==> src/rtl/find_stars_pkg.sv <==
// Shared definitions for the star finder pipeline: FSM encodings, box field
// widths and the default pixel colours.
package find_stars_pkg;

  localparam int BOX_X_W   = 8;
  localparam int BOX_Y_W   = 7;
  localparam int DEF_COL_W = 3;

  localparam logic [DEF_COL_W-1:0] DEF_BG_COLOUR  = 3'b000;
  localparam logic [DEF_COL_W-1:0] DEF_BOX_COLOUR = 3'b010;

  typedef enum logic [2:0] {
    ST_IDLE,
    ST_SCAN,
    ST_FLUSH,
    ST_DRAW,
    ST_DONE
  } state_e;

  // Outline segments, plotted in this order for every box.
  typedef enum logic [1:0] {
    PH_TOP,
    PH_BOT,
    PH_LEFT,
    PH_RIGHT
  } draw_phase_e;

endpackage

==> src/rtl/star_box_table.sv <==
// Bounding-box table: hit test against every valid box, lowest-index select,
// in-place extension or allocation, and a read port for the draw phase.
module star_box_table
  import find_stars_pkg::*;
#(
  parameter int X_W       = BOX_X_W,
  parameter int Y_W       = BOX_Y_W,
  parameter int MAX_STARS = 4,
  parameter int MERGE_GAP = 1,
  parameter int CNT_W     = $clog2(MAX_STARS + 1)
) (
  input  logic             clk,
  input  logic             reset,
  input  logic             clear_i,
  input  logic             pix_valid_i,
  input  logic             pix_star_i,
  input  logic [X_W-1:0]   pix_x_i,
  input  logic [Y_W-1:0]   pix_y_i,
  output logic             alloc_o,
  output logic             full_o,
  input  logic [CNT_W-1:0] rd_idx_i,
  output logic [X_W-1:0]   rd_xmin_o,
  output logic [X_W-1:0]   rd_xmax_o,
  output logic [Y_W-1:0]   rd_ymin_o,
  output logic [Y_W-1:0]   rd_ymax_o
);

  localparam int IDX_W = (MAX_STARS > 1) ? $clog2(MAX_STARS) : 1;
  localparam logic [X_W:0] GAP_X = (X_W + 1)'(MERGE_GAP);
  localparam logic [Y_W:0] GAP_Y = (Y_W + 1)'(MERGE_GAP);

  logic [MAX_STARS-1:0] valid_q;
  logic [X_W-1:0]       xmin_q [MAX_STARS];
  logic [X_W-1:0]       xmax_q [MAX_STARS];
  logic [Y_W-1:0]       ymin_q [MAX_STARS];
  logic [Y_W-1:0]       ymax_q [MAX_STARS];

  logic             hit_any, free_any, star_px;
  logic [IDX_W-1:0] hit_idx, free_idx;
  logic [X_W:0]     px_e;
  logic [Y_W:0]     py_e;

  assign px_e    = {1'b0, pix_x_i};
  assign py_e    = {1'b0, pix_y_i};
  assign star_px = pix_valid_i && pix_star_i;

  // NOTE: every variable driven here gets a default first, otherwise the
  // paths that skip an assignment infer latches.
  always_comb begin
    hit_any  = 1'b0;
    hit_idx  = '0;
    free_any = 1'b0;
    free_idx = '0;
    // Walking downwards leaves the lowest matching index selected.
    for (int i = MAX_STARS - 1; i >= 0; i--) begin
      if (valid_q[i] &&
          (px_e + GAP_X >= {1'b0, xmin_q[i]}) && (px_e <= {1'b0, xmax_q[i]} + GAP_X) &&
          (py_e + GAP_Y >= {1'b0, ymin_q[i]}) && (py_e <= {1'b0, ymax_q[i]} + GAP_Y)) begin
        hit_any = 1'b1;
        hit_idx = IDX_W'(i);
      end
      if (!valid_q[i]) begin
        free_any = 1'b1;
        free_idx = IDX_W'(i);
      end
    end
  end

  assign alloc_o = star_px && !hit_any && free_any;
  assign full_o  = star_px && !hit_any && !free_any;

  // NOTE: sequential state uses non-blocking assignments so every register
  // samples the pre-edge values, independent of statement order.
  always_ff @(posedge clk) begin
    if (reset || clear_i) begin
      valid_q <= '0;
    end else if (alloc_o) begin
      valid_q[free_idx] <= 1'b1;
    end
  end

  // NOTE: box coordinates are deliberately not reset; the valid bits gate
  // every use of them, so stale contents are never observed.
  // Updating at the classifying edge means the following pixel's hit test
  // already sees the extended box.
  always_ff @(posedge clk) begin
    if (star_px && hit_any) begin
      if (pix_x_i < xmin_q[hit_idx]) xmin_q[hit_idx] <= pix_x_i;
      if (pix_x_i > xmax_q[hit_idx]) xmax_q[hit_idx] <= pix_x_i;
      if (pix_y_i < ymin_q[hit_idx]) ymin_q[hit_idx] <= pix_y_i;
      if (pix_y_i > ymax_q[hit_idx]) ymax_q[hit_idx] <= pix_y_i;
    end else if (alloc_o) begin
      xmin_q[free_idx] <= pix_x_i;
      xmax_q[free_idx] <= pix_x_i;
      ymin_q[free_idx] <= pix_y_i;
      ymax_q[free_idx] <= pix_y_i;
    end
  end

  always_comb begin
    rd_xmin_o = '0;
    rd_xmax_o = '0;
    rd_ymin_o = '0;
    rd_ymax_o = '0;
    for (int i = 0; i < MAX_STARS; i++) begin
      if (rd_idx_i == CNT_W'(i)) begin
        rd_xmin_o = xmin_q[i];
        rd_xmax_o = xmax_q[i];
        rd_ymin_o = ymin_q[i];
        rd_ymax_o = ymax_q[i];
      end
    end
  end

endmodule

==> src/rtl/multi_star_finder.sv <==
// Raster-scans the frame memory, clusters star pixels into boxes, then plots
// a padded outline around every box through the vga_adapter interface.
module multi_star_finder
  import find_stars_pkg::*;
#(
  parameter int               X_W        = BOX_X_W,
  parameter int               Y_W        = BOX_Y_W,
  parameter int               COL_W      = DEF_COL_W,
  parameter int               SCREEN_W   = 160,
  parameter int               SCREEN_H   = 120,
  parameter int               MAX_STARS  = 4,
  parameter int               MERGE_GAP  = 1,
  parameter int               BOX_PAD    = 1,
  parameter logic [COL_W-1:0] BG_COLOUR  = DEF_BG_COLOUR,
  parameter logic [COL_W-1:0] BOX_COLOUR = DEF_BOX_COLOUR
) (
  input  logic                               clk,
  input  logic                               reset,
  input  logic                               start,
  output logic                               rd_en,
  output logic [X_W-1:0]                     rd_x,
  output logic [Y_W-1:0]                     rd_y,
  input  logic [COL_W-1:0]                   rd_data,
  output logic [X_W-1:0]                     x,
  output logic [Y_W-1:0]                     y,
  output logic [COL_W-1:0]                   colour,
  output logic                               plot,
  output logic                               busy,
  output logic                               done,
  output logic [$clog2(MAX_STARS + 1)-1:0]   star_count,
  output logic                               overflow
);

  localparam int CNT_W = $clog2(MAX_STARS + 1);
  localparam int OFF_W = (X_W > Y_W) ? X_W : Y_W;
  localparam logic [X_W:0] PAD_X = (X_W + 1)'(BOX_PAD);
  localparam logic [Y_W:0] PAD_Y = (Y_W + 1)'(BOX_PAD);
  localparam logic [X_W:0] MAX_X = (X_W + 1)'(SCREEN_W - 1);
  localparam logic [Y_W:0] MAX_Y = (Y_W + 1)'(SCREEN_H - 1);

  state_e            state_q;
  draw_phase_e       phase_q, phase_d;
  logic              start_q, rd_en_q, pv_q, plot_q, busy_q, done_q, overflow_q;
  logic [X_W-1:0]    rd_x_q, px_q, x_q;
  logic [Y_W-1:0]    rd_y_q, py_q, y_q;
  logic [COL_W-1:0]  colour_q;
  logic [CNT_W-1:0]  count_q, box_idx_q, box_idx_d;
  logic [OFF_W-1:0]  off_q, off_d;

  logic              tbl_alloc, tbl_full, seg_last, tall;
  logic [X_W-1:0]    box_xmin, box_xmax, l_x, r_x, row_x, draw_x;
  logic [Y_W-1:0]    box_ymin, box_ymax, t_y, b_y, col_y, draw_y;
  logic [X_W:0]      r_e;
  logic [Y_W:0]      b_e;

  star_box_table #(
    .X_W       (X_W),
    .Y_W       (Y_W),
    .MAX_STARS (MAX_STARS),
    .MERGE_GAP (MERGE_GAP),
    .CNT_W     (CNT_W)
  ) u_table (
    .clk         (clk),
    .reset       (reset),
    .clear_i     (state_q == ST_IDLE && start && !start_q),
    .pix_valid_i (pv_q),
    .pix_star_i  (rd_data != BG_COLOUR),
    .pix_x_i     (px_q),
    .pix_y_i     (py_q),
    .alloc_o     (tbl_alloc),
    .full_o      (tbl_full),
    .rd_idx_i    (box_idx_q),
    .rd_xmin_o   (box_xmin),
    .rd_xmax_o   (box_xmax),
    .rd_ymin_o   (box_ymin),
    .rd_ymax_o   (box_ymax)
  );

  // Padded, screen-clamped outline of the box currently being drawn.
  assign l_x = ({1'b0, box_xmin} >= PAD_X) ? X_W'({1'b0, box_xmin} - PAD_X) : '0;
  assign t_y = ({1'b0, box_ymin} >= PAD_Y) ? Y_W'({1'b0, box_ymin} - PAD_Y) : '0;
  assign r_e = {1'b0, box_xmax} + PAD_X;
  assign b_e = {1'b0, box_ymax} + PAD_Y;
  assign r_x = (r_e > MAX_X) ? MAX_X[X_W-1:0] : r_e[X_W-1:0];
  assign b_y = (b_e > MAX_Y) ? MAX_Y[Y_W-1:0] : b_e[Y_W-1:0];

  assign row_x = l_x + X_W'(off_q);
  assign col_y = t_y + Y_W'(off_q) + Y_W'(1);
  assign tall  = (b_y - t_y) > Y_W'(1);

  always_comb begin
    draw_x    = l_x;
    draw_y    = t_y;
    seg_last  = 1'b0;
    phase_d   = phase_q;
    off_d     = off_q + OFF_W'(1);
    box_idx_d = box_idx_q;
    case (phase_q)
      PH_TOP:   begin draw_x = row_x;                seg_last = (row_x == r_x); end
      PH_BOT:   begin draw_x = row_x; draw_y = b_y;  seg_last = (row_x == r_x); end
      PH_LEFT:  begin draw_y = col_y;                seg_last = (col_y == b_y - Y_W'(1)); end
      default:  begin draw_x = r_x;   draw_y = col_y; seg_last = (col_y == b_y - Y_W'(1)); end
    endcase
    if (seg_last) begin
      off_d = '0;
      case (phase_q)
        PH_TOP:  phase_d = PH_BOT;
        PH_BOT:  begin
          // Boxes only two rows tall have no column pixels left to plot.
          phase_d = tall ? PH_LEFT : PH_TOP;
          if (!tall) box_idx_d = box_idx_q + CNT_W'(1);
        end
        PH_LEFT: phase_d = PH_RIGHT;
        default: begin
          phase_d   = PH_TOP;
          box_idx_d = box_idx_q + CNT_W'(1);
        end
      endcase
    end
  end

  always_ff @(posedge clk) begin
    if (reset) begin
      state_q    <= ST_IDLE;
      // Armed high so a start held through reset must fall before it counts.
      start_q    <= 1'b1;
      rd_en_q    <= 1'b0;
      rd_x_q     <= '0;
      rd_y_q     <= '0;
      pv_q       <= 1'b0;
      px_q       <= '0;
      py_q       <= '0;
      x_q        <= '0;
      y_q        <= '0;
      colour_q   <= '0;
      plot_q     <= 1'b0;
      busy_q     <= 1'b0;
      done_q     <= 1'b0;
      count_q    <= '0;
      overflow_q <= 1'b0;
      box_idx_q  <= '0;
      phase_q    <= PH_TOP;
      off_q      <= '0;
    end else begin
      start_q <= start;
      pv_q    <= rd_en_q;
      px_q    <= rd_x_q;
      py_q    <= rd_y_q;
      plot_q  <= 1'b0;
      done_q  <= 1'b0;
      if (tbl_alloc) count_q    <= count_q + CNT_W'(1);
      if (tbl_full)  overflow_q <= 1'b1;
      case (state_q)
        ST_IDLE: begin
          if (start && !start_q) begin
            state_q    <= ST_SCAN;
            busy_q     <= 1'b1;
            rd_en_q    <= 1'b1;
            rd_x_q     <= '0;
            rd_y_q     <= '0;
            count_q    <= '0;
            overflow_q <= 1'b0;
          end
        end
        ST_SCAN: begin
          if (rd_x_q == X_W'(SCREEN_W - 1)) begin
            rd_x_q <= '0;
            if (rd_y_q == Y_W'(SCREEN_H - 1)) begin
              rd_y_q  <= '0;
              rd_en_q <= 1'b0;
              state_q <= ST_FLUSH;
            end else begin
              rd_y_q <= rd_y_q + Y_W'(1);
            end
          end else begin
            rd_x_q <= rd_x_q + X_W'(1);
          end
        end
        ST_FLUSH: begin
          state_q   <= ST_DRAW;
          box_idx_q <= '0;
          phase_q   <= PH_TOP;
          off_q     <= '0;
        end
        ST_DRAW: begin
          // Boxes are allocated contiguously, so index == count ends the draw.
          if (box_idx_q == count_q) begin
            state_q <= ST_DONE;
            done_q  <= 1'b1;
          end else begin
            plot_q    <= 1'b1;
            x_q       <= draw_x;
            y_q       <= draw_y;
            colour_q  <= BOX_COLOUR;
            phase_q   <= phase_d;
            off_q     <= off_d;
            box_idx_q <= box_idx_d;
          end
        end
        ST_DONE: begin
          state_q <= ST_IDLE;
          busy_q  <= 1'b0;
        end
        default: state_q <= ST_IDLE;
      endcase
    end
  end

  assign rd_en      = rd_en_q;
  assign rd_x       = rd_x_q;
  assign rd_y       = rd_y_q;
  assign x          = x_q;
  assign y          = y_q;
  assign colour     = colour_q;
  assign plot       = plot_q;
  assign busy       = busy_q;
  assign done       = done_q;
  assign star_count = count_q;
  assign overflow   = overflow_q;

endmodule

==> config.mk <==
export PLATFORM = sky130hd
export DESIGN_NAME = multi_star_finder
export DESIGN_NICKNAME = d
export VERILOG_FILES = /design/src/rtl/find_stars_pkg.sv /design/src/rtl/star_box_table.sv /design/src/rtl/multi_star_finder.sv
export SDC_FILE = /design/constraint.sdc
export NUM_CORES = 1
export LEC_CHECK = 0
export CAP_MARGIN = 10
export CORE_MARGIN = 5
export CORE_UTILIZATION = 45
export CTS_BUF_LIST = sky130_fd_sc_hd__clkbuf_16
export DETAILED_ROUTE_END_ITERATION = 7
export MAX_ROUTING_LAYER = met4
export PLACE_DENSITY = 0.67
export REMOVE_ABC_BUFFERS = 1
export SKIP_CTS_REPAIR_TIMING = 1
export SLEW_MARGIN = 20
export SYNTH_ARGS = -nofsm -noshare
export SYNTH_HDL_FRONTEND = slang
export SYNTH_SLANG_ARGS = --single-unit
==> constraint.sdc <==
create_clock -name clk -period 9.7 [get_ports clk]
set_clock_uncertainty 0.15 [all_clocks]
set_input_delay 2.425 -clock clk [delete_from_list [all_inputs] [get_ports clk]]
set_output_delay 2.425 -clock clk [all_outputs]
set_load 0.1 [all_outputs]
==> results of run 1 <==
## layer usage
metal  global-route usage, %  routed length [um]  share of wire (%)  vias up
met1                    32.4               21100                 44     6660
met2                    38.7               21700                 45      549
li1                        -                   -                  -     6713
met5                       -                   0                  0        -
met4                    7.62                1360                2.8        0
met3                    5.55                4170                8.6       93
## logic make-up after synthesis
kind of cell               share of synthesized area, %
AOI/OAI and AO/OA                                  20.1
xor gates and xnor gates                           5.88
adders and majority gates                          15.4
buffers and inverters                              4.72
DFF                                                31.7
muxes                                              3.10
other                                            0.0232
and+or+nand+nor                                    19.0
## power groups by stage
| stage | logic, mW | registers [mW] | clock network [mW] |
|---|---|---|---|
| global placement | 0.109 | 0.907 | 0 |
| global route | 0.123 | 0.889 | 0.812 |
| CTS | 0.111 | 0.888 | 0.777 |
| detailed placement | 0.110 | 0.907 | 0 |
| floorplan | 0.0693 | 0.913 | 0 |
| finish | 0.112 | 0.888 | 0.769 |
## flip-flops by register name (all words and copies together) (netlist names), 2 cells and up
| register | flops |
|---|---|
| off_q | 8 |
| u_table.xmin_q | 32 |
| py_q | 7 |
| x | 8 |
| u_table.ymin_q | 28 |
| star_count | 3 |
| state_q | 3 |
| phase_q | 2 |
| u_table.valid_q | 4 |
| px_q | 8 |
| y | 7 |
| u_table.xmax_q | 32 |
| rd_x | 8 |
| rd_y | 7 |
| box_idx_q | 3 |
| u_table.ymax_q | 28 |
## how the worst max path moves through the flow
stage | start | end | slack [ps]
floorplan | py_q[1] | u_table.ymax_q[1][0] | -950
global placement | py_q[3] | u_table.xmin_q[3][5] | 2420
detailed placement | py_q[3] | u_table.xmin_q[1][2] | 2320
CTS | px_q[2] | u_table.xmin_q[1][2] | 2320
global route | py_q[3] | u_table.xmin_q[1][3] | 1670
finish | py_q[3] | u_table.ymax_q[3][0] | 2100
## final cells by class
class	count	area, um2
inverter	116	438
multi-input combinational	1435	10300
fill	3353	17800
clock buffer	17	425
timing repair buffer	70	643
antenna	1	2.50
clock inverter	15	220
tap	461	577
sequential	196	5120
## worst max-delay path: stages, from the launching register on
cell and delay [ps]:
dfxtp_1 950, nand3_1 340, nor2_1 220, xor2_1 360
ha_1 310, o21a_1 100, o31ai_1 270, nor2_1 120
o311ai_0 260, nor2_1 190, o22ai_1 640, and2_2 960
o21ai_0 270, ha_1 350, nor2b_1 120, o21ai_0 70
nand2b_1 70, a21oi_1 60, nor2b_1 110, o21ai_0 80
nand2b_1 70, a21oi_1 60, a41oi_1 200, a21oi_1 170
nor2_1 680
## cells in the final DEF (no fill, tap or decap), types with 22 or more instances in the layout
master           netlist  routed
nand2_1              155     155
o21ai_0              116     116
xor2_1                46      46
a21oi_1              103     103
edfxtp_1             120     120
clkdlybuf4s50_1        0      43
nor2b_1               45      45
nand2b_1              43      43
buf_4                  4      25
o211ai_1              29      29
nor3_1                41      40
dfxtp_1               76      76
ha_1                 195     193
xnor2_1               59      59
nand3_1               80      80
a211oi_1              22      22
a21o_1                50      50
mux2i_1               27      27
inv_1                114     114
nor2_1               110     110
## through the flow
step | setup TNS [ps] | hold WS [ps] | setup WS, ps | utilization, %
global placement | 0 | 293 | 2420 | 48.1
CTS | 0 | 315 | 2320 | 49.9
detailed placement | 0 | 302 | 2320 | 48.1
global route | 0 | 350 | 1670 | 49.9
floorplan | -91710 | 328 | -953 | -
finish | 0 | 319 | 2100 | 49.9
==> impl_metrics.yaml, run 1 <==
status:
  status: "finished clean"
sta:
  drv_slew: 0
  fin_crit_ps: 7600
  final-setup-viol-count: 0
  worstMarginPinSlew_ps: 1080
  post-route-period-util_pct: 78.3
  final_hold_viol_count: 0
  rsz0062_at_grt: "no"
  max_freq_ghz: 0.132
  maxSlewHeadroom_pct: 27.4
final_layout:
  layout.cells.non_filler: 2311
  drive_above_1_share_pct: 6.87
  syn2layout_area_growth_pct: 9.73
  fin_nets: 2040
  fin_area_mm2: 0.0178
clock_tree:
  clk_pin_slew_ps: 80
  htreeDepth: 4
  cts.path.max_buffers: 2
  clockRootBuffer: "clkbuf_16"
  clkLatencyLatePin_ps: 450
  cts_tree: "yes"
  numCtsBuffers: 17
  clock_sinks: 196
grt:
  grt_use_total_pct: 24.8
  grt_pass1_vias: 13600
  antenna_found_initial: 1
  grt_first_pass_wirelength_mm: 75.0
  grt_overflow: 0
  grt_max_degree: 72
drt:
  post-route-drc-count: 0
  wl_per_cell_um: 20.9
  num_vias: 14000
  ant_nets: 0
  via_per_inst: 6.06
  drt_first_pass_iters: 5
  drt-total-wl_mm: 48.4
  drtIter0Drc: 1221
yosys:
  netlist.top_cell.by_area: "edfxtp_1"
  synth_area_mm2: 0.0162
  yosysSeqAreaShare_pct: 31.7
  synth_edf_count: 120
  ys_async_sr_fraction_pct: 0
  synth_cells: 1813
  synth_area_leaders: "edfxtp_1 (22%), ha_1 (15%), dfxtp_1 (9.4%)"
  ys_ff_latch: 196
  synth_top_area_share_pct: 22.3
  yosys.cell_count.top_type: "ha_1"
  netlist_top_cells_count: "ha_1 (195), nand2_1 (155), edfxtp_1 (120), o21ai_0 (116), inv_1 (114)"
  ys_types: 104
  synth_area_per_cell_um2: 8.93
  synthFlopType: "edfxtp_1"
  ys_warn_count: 0
floorplan:
  die-height_um: 200
  floorplan.initialDensity_pct: 45.5
  core_area_mm2: 0.0356
  ioPinCount: 47
  dieArea_mm2: 0.0399
  fp.dieW_um: 200
  row_count: 69
power_and_ir_drop:
  power.density_mw_per_mm2: 99.6
  p_sw_share_pct: 26.5
  ir_drop_v: 0.000120
  power_frac_comb_pct: 6.3
  power.total_mw: 1.77
  seq_power_share_pct: 50.2
  p_sw_mw: 0.469
  power.share.clock_pct: 43.5
  p_leak_nw: 7.21
  p_int_mw: 1.30
place:
  dp_cells: 2278
  gp_congestion: 0.991
  dpl_cell_area_mm2: 0.0171
  numPortBuffers: 44
  hpwlAfterDp_mm: 36.6
critical_path:
  r2r-start: "py_q[3]"
  regToRegSetupSlack_ps: 2100
  crit_fanout: 60
  cp.required_ps: 9620
  regToRegEndpoint: "u_table.ymax_q[3][0]"
  cp.arrival_ps: 7520
  cp-end-kind: "flip-flop"
  crit_path_start_kind: "flip-flop"
  ff2ff_path_depth: 24
  crit_type: "flip-flop to flip-flop"
worst_hold_path:
  hold-path-cell-count: 2
  hp-class: "flip-flop to flip-flop"
  hold_start: "y[4]"
  min_to: "y[4]"
run:
  cap_violations: 0
Power figures use the tool's default switching activity.
==> run 2: changes to the inputs <==
==> constraint.sdc (replaced) <==
create_clock -name clk -period 7.65 [get_ports clk]
set_clock_uncertainty 0.15 [all_clocks]
set_input_delay 1.9125 -clock clk [delete_from_list [all_inputs] [get_ports clk]]
set_output_delay 1.9125 -clock clk [all_outputs]
set_load 0.1 [all_outputs]
==> run 2 against run 1 <==
  * Sequential power rose by 26%
  * Largest cell class unchanged
  * Non-clock buffer count rose by 22
  * First-iteration DRC count rose by 1.6%
==> impl_metrics.yaml, run 2 (synthesis results as in run 1) <==
status:
  status: "finished clean"
power_and_ir_drop:
  power.share.clock_pct: 40.6
  seq_power_share_pct: 52.5
  power.density_mw_per_mm2: 120
  p_leak_nw: 7.29
  power_frac_comb_pct: 6.8
  ir_drop_v: 0.000107
  p_sw_share_pct: 25.6
  p_sw_mw: 0.547
  p_int_mw: 1.59
sta:
  final-setup-viol-count: 0
  fin_crit_ps: 6900
  rsz0062_at_grt: "no"
  setup_tns_ps: 0
  max_freq_ghz: 0.145
  post-route-period-util_pct: 90.2
  final_hold_viol_count: 0
  worstMarginPinSlew_ps: 1030
  maxSlewHeadroom_pct: 30.8
  drv_slew: 0
drt:
  ant_nets: 0
  post-route-drc-count: 0
  drt-total-wl_mm: 50.0
  via_per_inst: 6.16
  wl_per_cell_um: 21.4
  drt_first_pass_iters: 5
  drtIter0Drc: 1241
  num_vias: 14400
critical_path:
  cp-end-kind: "flip-flop"
  regToRegEndpoint: "u_table.ymax_q[2][0]"
  ff2ff_path_depth: 28
  crit_type: "flip-flop to flip-flop"
  regToRegSetupSlack_ps: 750
  cp_slowest_cell: "and2_2"
  crit_fanout: 31
  r2r-start: "u_table.ymax_q[2][0]"
  cp.arrival_ps: 6830
  critical_path.max_stage_delay_ps: 610
  crit_path_start_kind: "flip-flop"
  cp.required_ps: 7580
worst_hold_path:
  hp-class: "flip-flop to flip-flop"
  min_to: "y[3]"
  hold-path-cell-count: 2
  hold_start: "y[3]"
clock_tree:
  cts_tree: "yes"
  clkLatencyLatePin_ps: 440
  cts.path.max_buffers: 2
  clock_sinks: 196
  clk_pin_slew_ps: 80
  htreeDepth: 4
  numCtsBuffers: 17
  clockRootBuffer: "clkbuf_16"
final_layout:
  reg.largest.list: "u_table.xmax_q x32, u_table.xmin_q x32"
  final_common_cell: "ha_1"
  layout.cells.non_filler: 2333
  final_cell_mix: "ha_1 (193), nand2_1 (155), edfxtp_1 (120)"
  syn2layout_area_growth_pct: 10.0
  drive_above_1_share_pct: 7.80
  fin_nets: 2062
floorplan:
  ioPinCount: 47
  fp.dieW_um: 200
  core_area_mm2: 0.0356
  die-height_um: 200
  dieArea_mm2: 0.0399
  row_count: 69
  floorplan.initialDensity_pct: 45.5
grt:
  grt_overflow: 0
  antenna_found_initial: 2
  grt_use_met3_pct: 3.42
  busiest_layer: "met2"
  grt_max_degree: 72
  grtUsageMet1_pct: 33.1
  grt_use_total_pct: 25.4
  grt_first_pass_wirelength_mm: 77.4
  grt_util_met2_pct: 40.6
  grt_pass1_vias: 13800
place:
  hpwlAfterDp_mm: 38.1
  numPortBuffers: 44
  gp_congestion: 0.994
  dp_cells: 2300
run:
  cap_violations: 0
==> run 2: worst max-delay path by stage <==
stage                               startpoint                    to  slack [ps]
after floorplan                        py_q[1]  u_table.ymax_q[1][0]       -3000
after global placement    u_table.ymax_q[0][1]  u_table.xmin_q[0][5]        1080
after detailed placement               py_q[3]  u_table.ymax_q[2][3]         890
after CTS                              py_q[3]  u_table.ymax_q[2][3]         880
after global routing                   py_q[3]  u_table.xmin_q[3][5]         190
final                     u_table.ymax_q[2][0]  u_table.ymax_q[2][0]         750
==> run 2: final cells by class <==
cell class                      instances  area (um2)
Clock inverter                         15         121
Antenna cell                            1        2.50
Multi-Input combinational cell       1435       10300
Sequential cell                       196        5120
Tap cell                              461         577
Clock buffer                           17         425
Timing Repair Buffer                   92         796
Inverter                              116         438
Fill cell                            3311       17800
==> run 2: routing by layer <==
metal  up-vias  wire [um]
li1       6748          -
met1      6890      21200
met2       610      23200
met3       134       3590
met4         0       1940
met5         -          0
==> run 2: per-stage QoR <==
stage	instance area [um2]	power, mW	hold WS [ps]	utilization (%)	worst slack [ps]
final	17800	2.14	306	50.1	748
after global routing	17800	2.20	349	50.1	188
after CTS	17800	2.14	311	50.1	879
after detailed placement	17300	1.29	303	48.5	889
after global placement	17300	1.29	300	48.5	1080
after floorplan	15900	1.25	328	-	-3000
==> run 2: power by group through the flow <==
stage	combinational, mW	sequential [mW]	clock [mW]
2_1_floorplan	0.0879	1.16	0
3_3_place_gp	0.140	1.15	0
3_5_place_dp	0.143	1.15	0
4_1_cts	0.145	1.12	0.871
5_1_grt	0.159	1.12	0.915
6_report	0.146	1.12	0.870
==> run 2: critical path, delay by kind of cell, from the launching register on <==
family | cells | cell delay [ps]
AOI/OAI and AO/OA | 11 | 2120
xor gates and xnor gates | 1 | 160
adders and majority gates | 3 | 840
buffers and inverters | 1 | 390
DFF | 1 | 520
and+or+nand+nor | 12 | 2340
==> run 3: changes to the inputs <==
--- a/config.mk
+++ b/config.mk
@@ -13,6 +13,7 @@
 export MAX_ROUTING_LAYER = met4
 export PLACE_DENSITY = 0.67
 export REMOVE_ABC_BUFFERS = 1
+export SETUP_SLACK_MARGIN = 0.5
 export SKIP_CTS_REPAIR_TIMING = 1
 export SLEW_MARGIN = 20
 export SYNTH_ARGS = -nofsm -noshare
==> constraint.sdc (replaced) <==
create_clock -name clk -period 7.65 [get_ports clk]
set_clock_uncertainty 0.15 [all_clocks]
set_input_delay 0.765 -clock clk [delete_from_list [all_inputs] [get_ports clk]]
set_output_delay 0.765 -clock clk [all_outputs]
set_load 0.1 [all_outputs]
==> run 3 against run 2 <==
  * Hold slack about the same
  * Fmax grew 4.3%
  * Register-to-register slack gained 280 ps
  * Clock power about the same
  * Total power barely moved
  * Sequential share of layout area fell by 0.061 points
  * Global-route usage is the same
  * Non-clock buffer count is the same
  * Critical path type unchanged
==> impl_metrics.yaml, run 3 (synthesis results as in run 1) <==
clock_tree:
  cts_tree: "yes"
  clockRootBuffer: "clkbuf_16"
  clock_sinks: 196
  clkLatencyLatePin_ps: 440
  clk_pin_slew_ps: 80
  numCtsBuffers: 17
  cts.path.max_buffers: 2
  htreeDepth: 4
sta:
  drv_slew: 0
  post-route-period-util_pct: 86.5
  maxSlewHeadroom_pct: 32.5
  fin_crit_ps: 6620
  setup_tns_ps: 0
  worstMarginPinSlew_ps: 1010
  final_hold_viol_count: 0
  max_freq_ghz: 0.151
  final-setup-viol-count: 0
  rsz0062_at_grt: "no"
  hold_ws_ps: 307
  setup_ws_ps: 1030
grt:
  grt_pass1_vias: 13800
  grt_first_pass_wirelength_mm: 77.4
  grt_max_degree: 72
  grt_use_total_pct: 25.4
  antenna_found_initial: 2
  grt_overflow: 0
floorplan:
  dieArea_mm2: 0.0399
  fp.dieW_um: 200
  die-height_um: 200
  floorplan.initialDensity_pct: 45.5
  core_area_mm2: 0.0356
  ioPinCount: 47
  row_count: 69
critical_path:
  crit_path_start_kind: "flip-flop"
  cp.arrival_ps: 6790
  cp.required_ps: 7820
  cp-end-kind: "flip-flop"
  regToRegSetupSlack_ps: 1030
  crit_type: "flip-flop to flip-flop"
  crit_fanout: 35
power_and_ir_drop:
  ir_drop_v: 0.000107
  power.density_mw_per_mm2: 120
  p_leak_nw: 7.30
final_layout:
  fin_area_mm2: 0.0178
  syn2layout_area_growth_pct: 10.3
  drive_above_1_share_pct: 8.12
  reg.largest.list: "u_table.xmax_q x32, u_table.xmin_q x32"
  fin_nets: 2063
  final_common_cell: "ha_1"
  final_cell_mix: "ha_1 (193), nand2_1 (155), edfxtp_1 (120)"
  layout.cells.non_filler: 2334
drt:
  num_vias: 14400
  ant_nets: 0
  drt_first_pass_iters: 5
  drt-total-wl_mm: 50.2
  via_per_inst: 6.18
  drtIter0Drc: 1338
  post-route-drc-count: 0
  wl_per_cell_um: 21.5
worst_hold_path:
  hp-class: "flip-flop to flip-flop"
place:
  dpl_cell_area_mm2: 0.0173
  dp_slack_ps: 889
  dp_cells: 2300
  numPortBuffers: 44
  hpwlAfterDp_mm: 38.1
  gp_congestion: 0.994
status:
  status: "finished clean"
run:
  cap_violations: 0
run 3: report_power, final:
group / switching [mW] / internal (mW) / total (mW)
registers: 0.00921 / 1.11 / 1.12
logic: 0.0951 / 0.0514 / 0.146
clock network: 0.442 / 0.427 / 0.868
run 3: layer usage:
metal / vias up / share of wire (%) / GRT usage [%]
met1: 6917 / 43 / 33.1
met2: 613 / 47 / 40.6
met4: 0 / 3.8 / 9.38
met5: - / 0 / -
li1: 6766 / - / -
met3: 131 / 7.0 / 3.42
run 3: worst paths after layout:
path / start / end / cells past startpoint
hold / removal: y[3] / y[3] / 2
setup reg to reg: box_idx_q[0] / phase_q[0] / 22
hold reg to reg: y[3] / y[3] / 2
setup / recovery: box_idx_q[0] / phase_q[0] / 22
run 3: area by class of cell:
class | instances | area, um2
Clock buffer | 17 | 425
Antenna cell | 1 | 2.50
Tap cell | 461 | 577
Fill cell | 3312 | 17700
Sequential cell | 196 | 5120
Inverter | 116 | 438
Timing Repair Buffer | 92 | 796
Multi-Input combinational cell | 1436 | 10400
Clock inverter | 15 | 121
run 3: critical path: stages (launching register included):
cell,delay (ps)
dfxtp_1,370
inv_1,130
ha_2,790
nor2_1,330
o211ai_1,330
and2_1,300
ha_1,340
o21ai_2,170
nor3_1,260
a211oi_2,130
and2_1,250
nor2_1,310
ha_1,300
nand2_1,70
a2111oi_0,370
a31oi_1,100
xnor2_1,190
nand2b_1,170
a211oi_1,260
a211oi_1,120
a211oi_4,470
o21a_2,260
mux2_1,320
run 3: per-stage QoR:
step | utilization, % | total power [mW]
2_1_floorplan | - | 1.25
3_3_place_gp | 48.5 | 1.29
3_5_place_dp | 48.5 | 1.29
4_1_cts | 50.1 | 2.14
5_1_grt | 50.2 | 2.20
6_report | 50.2 | 2.14
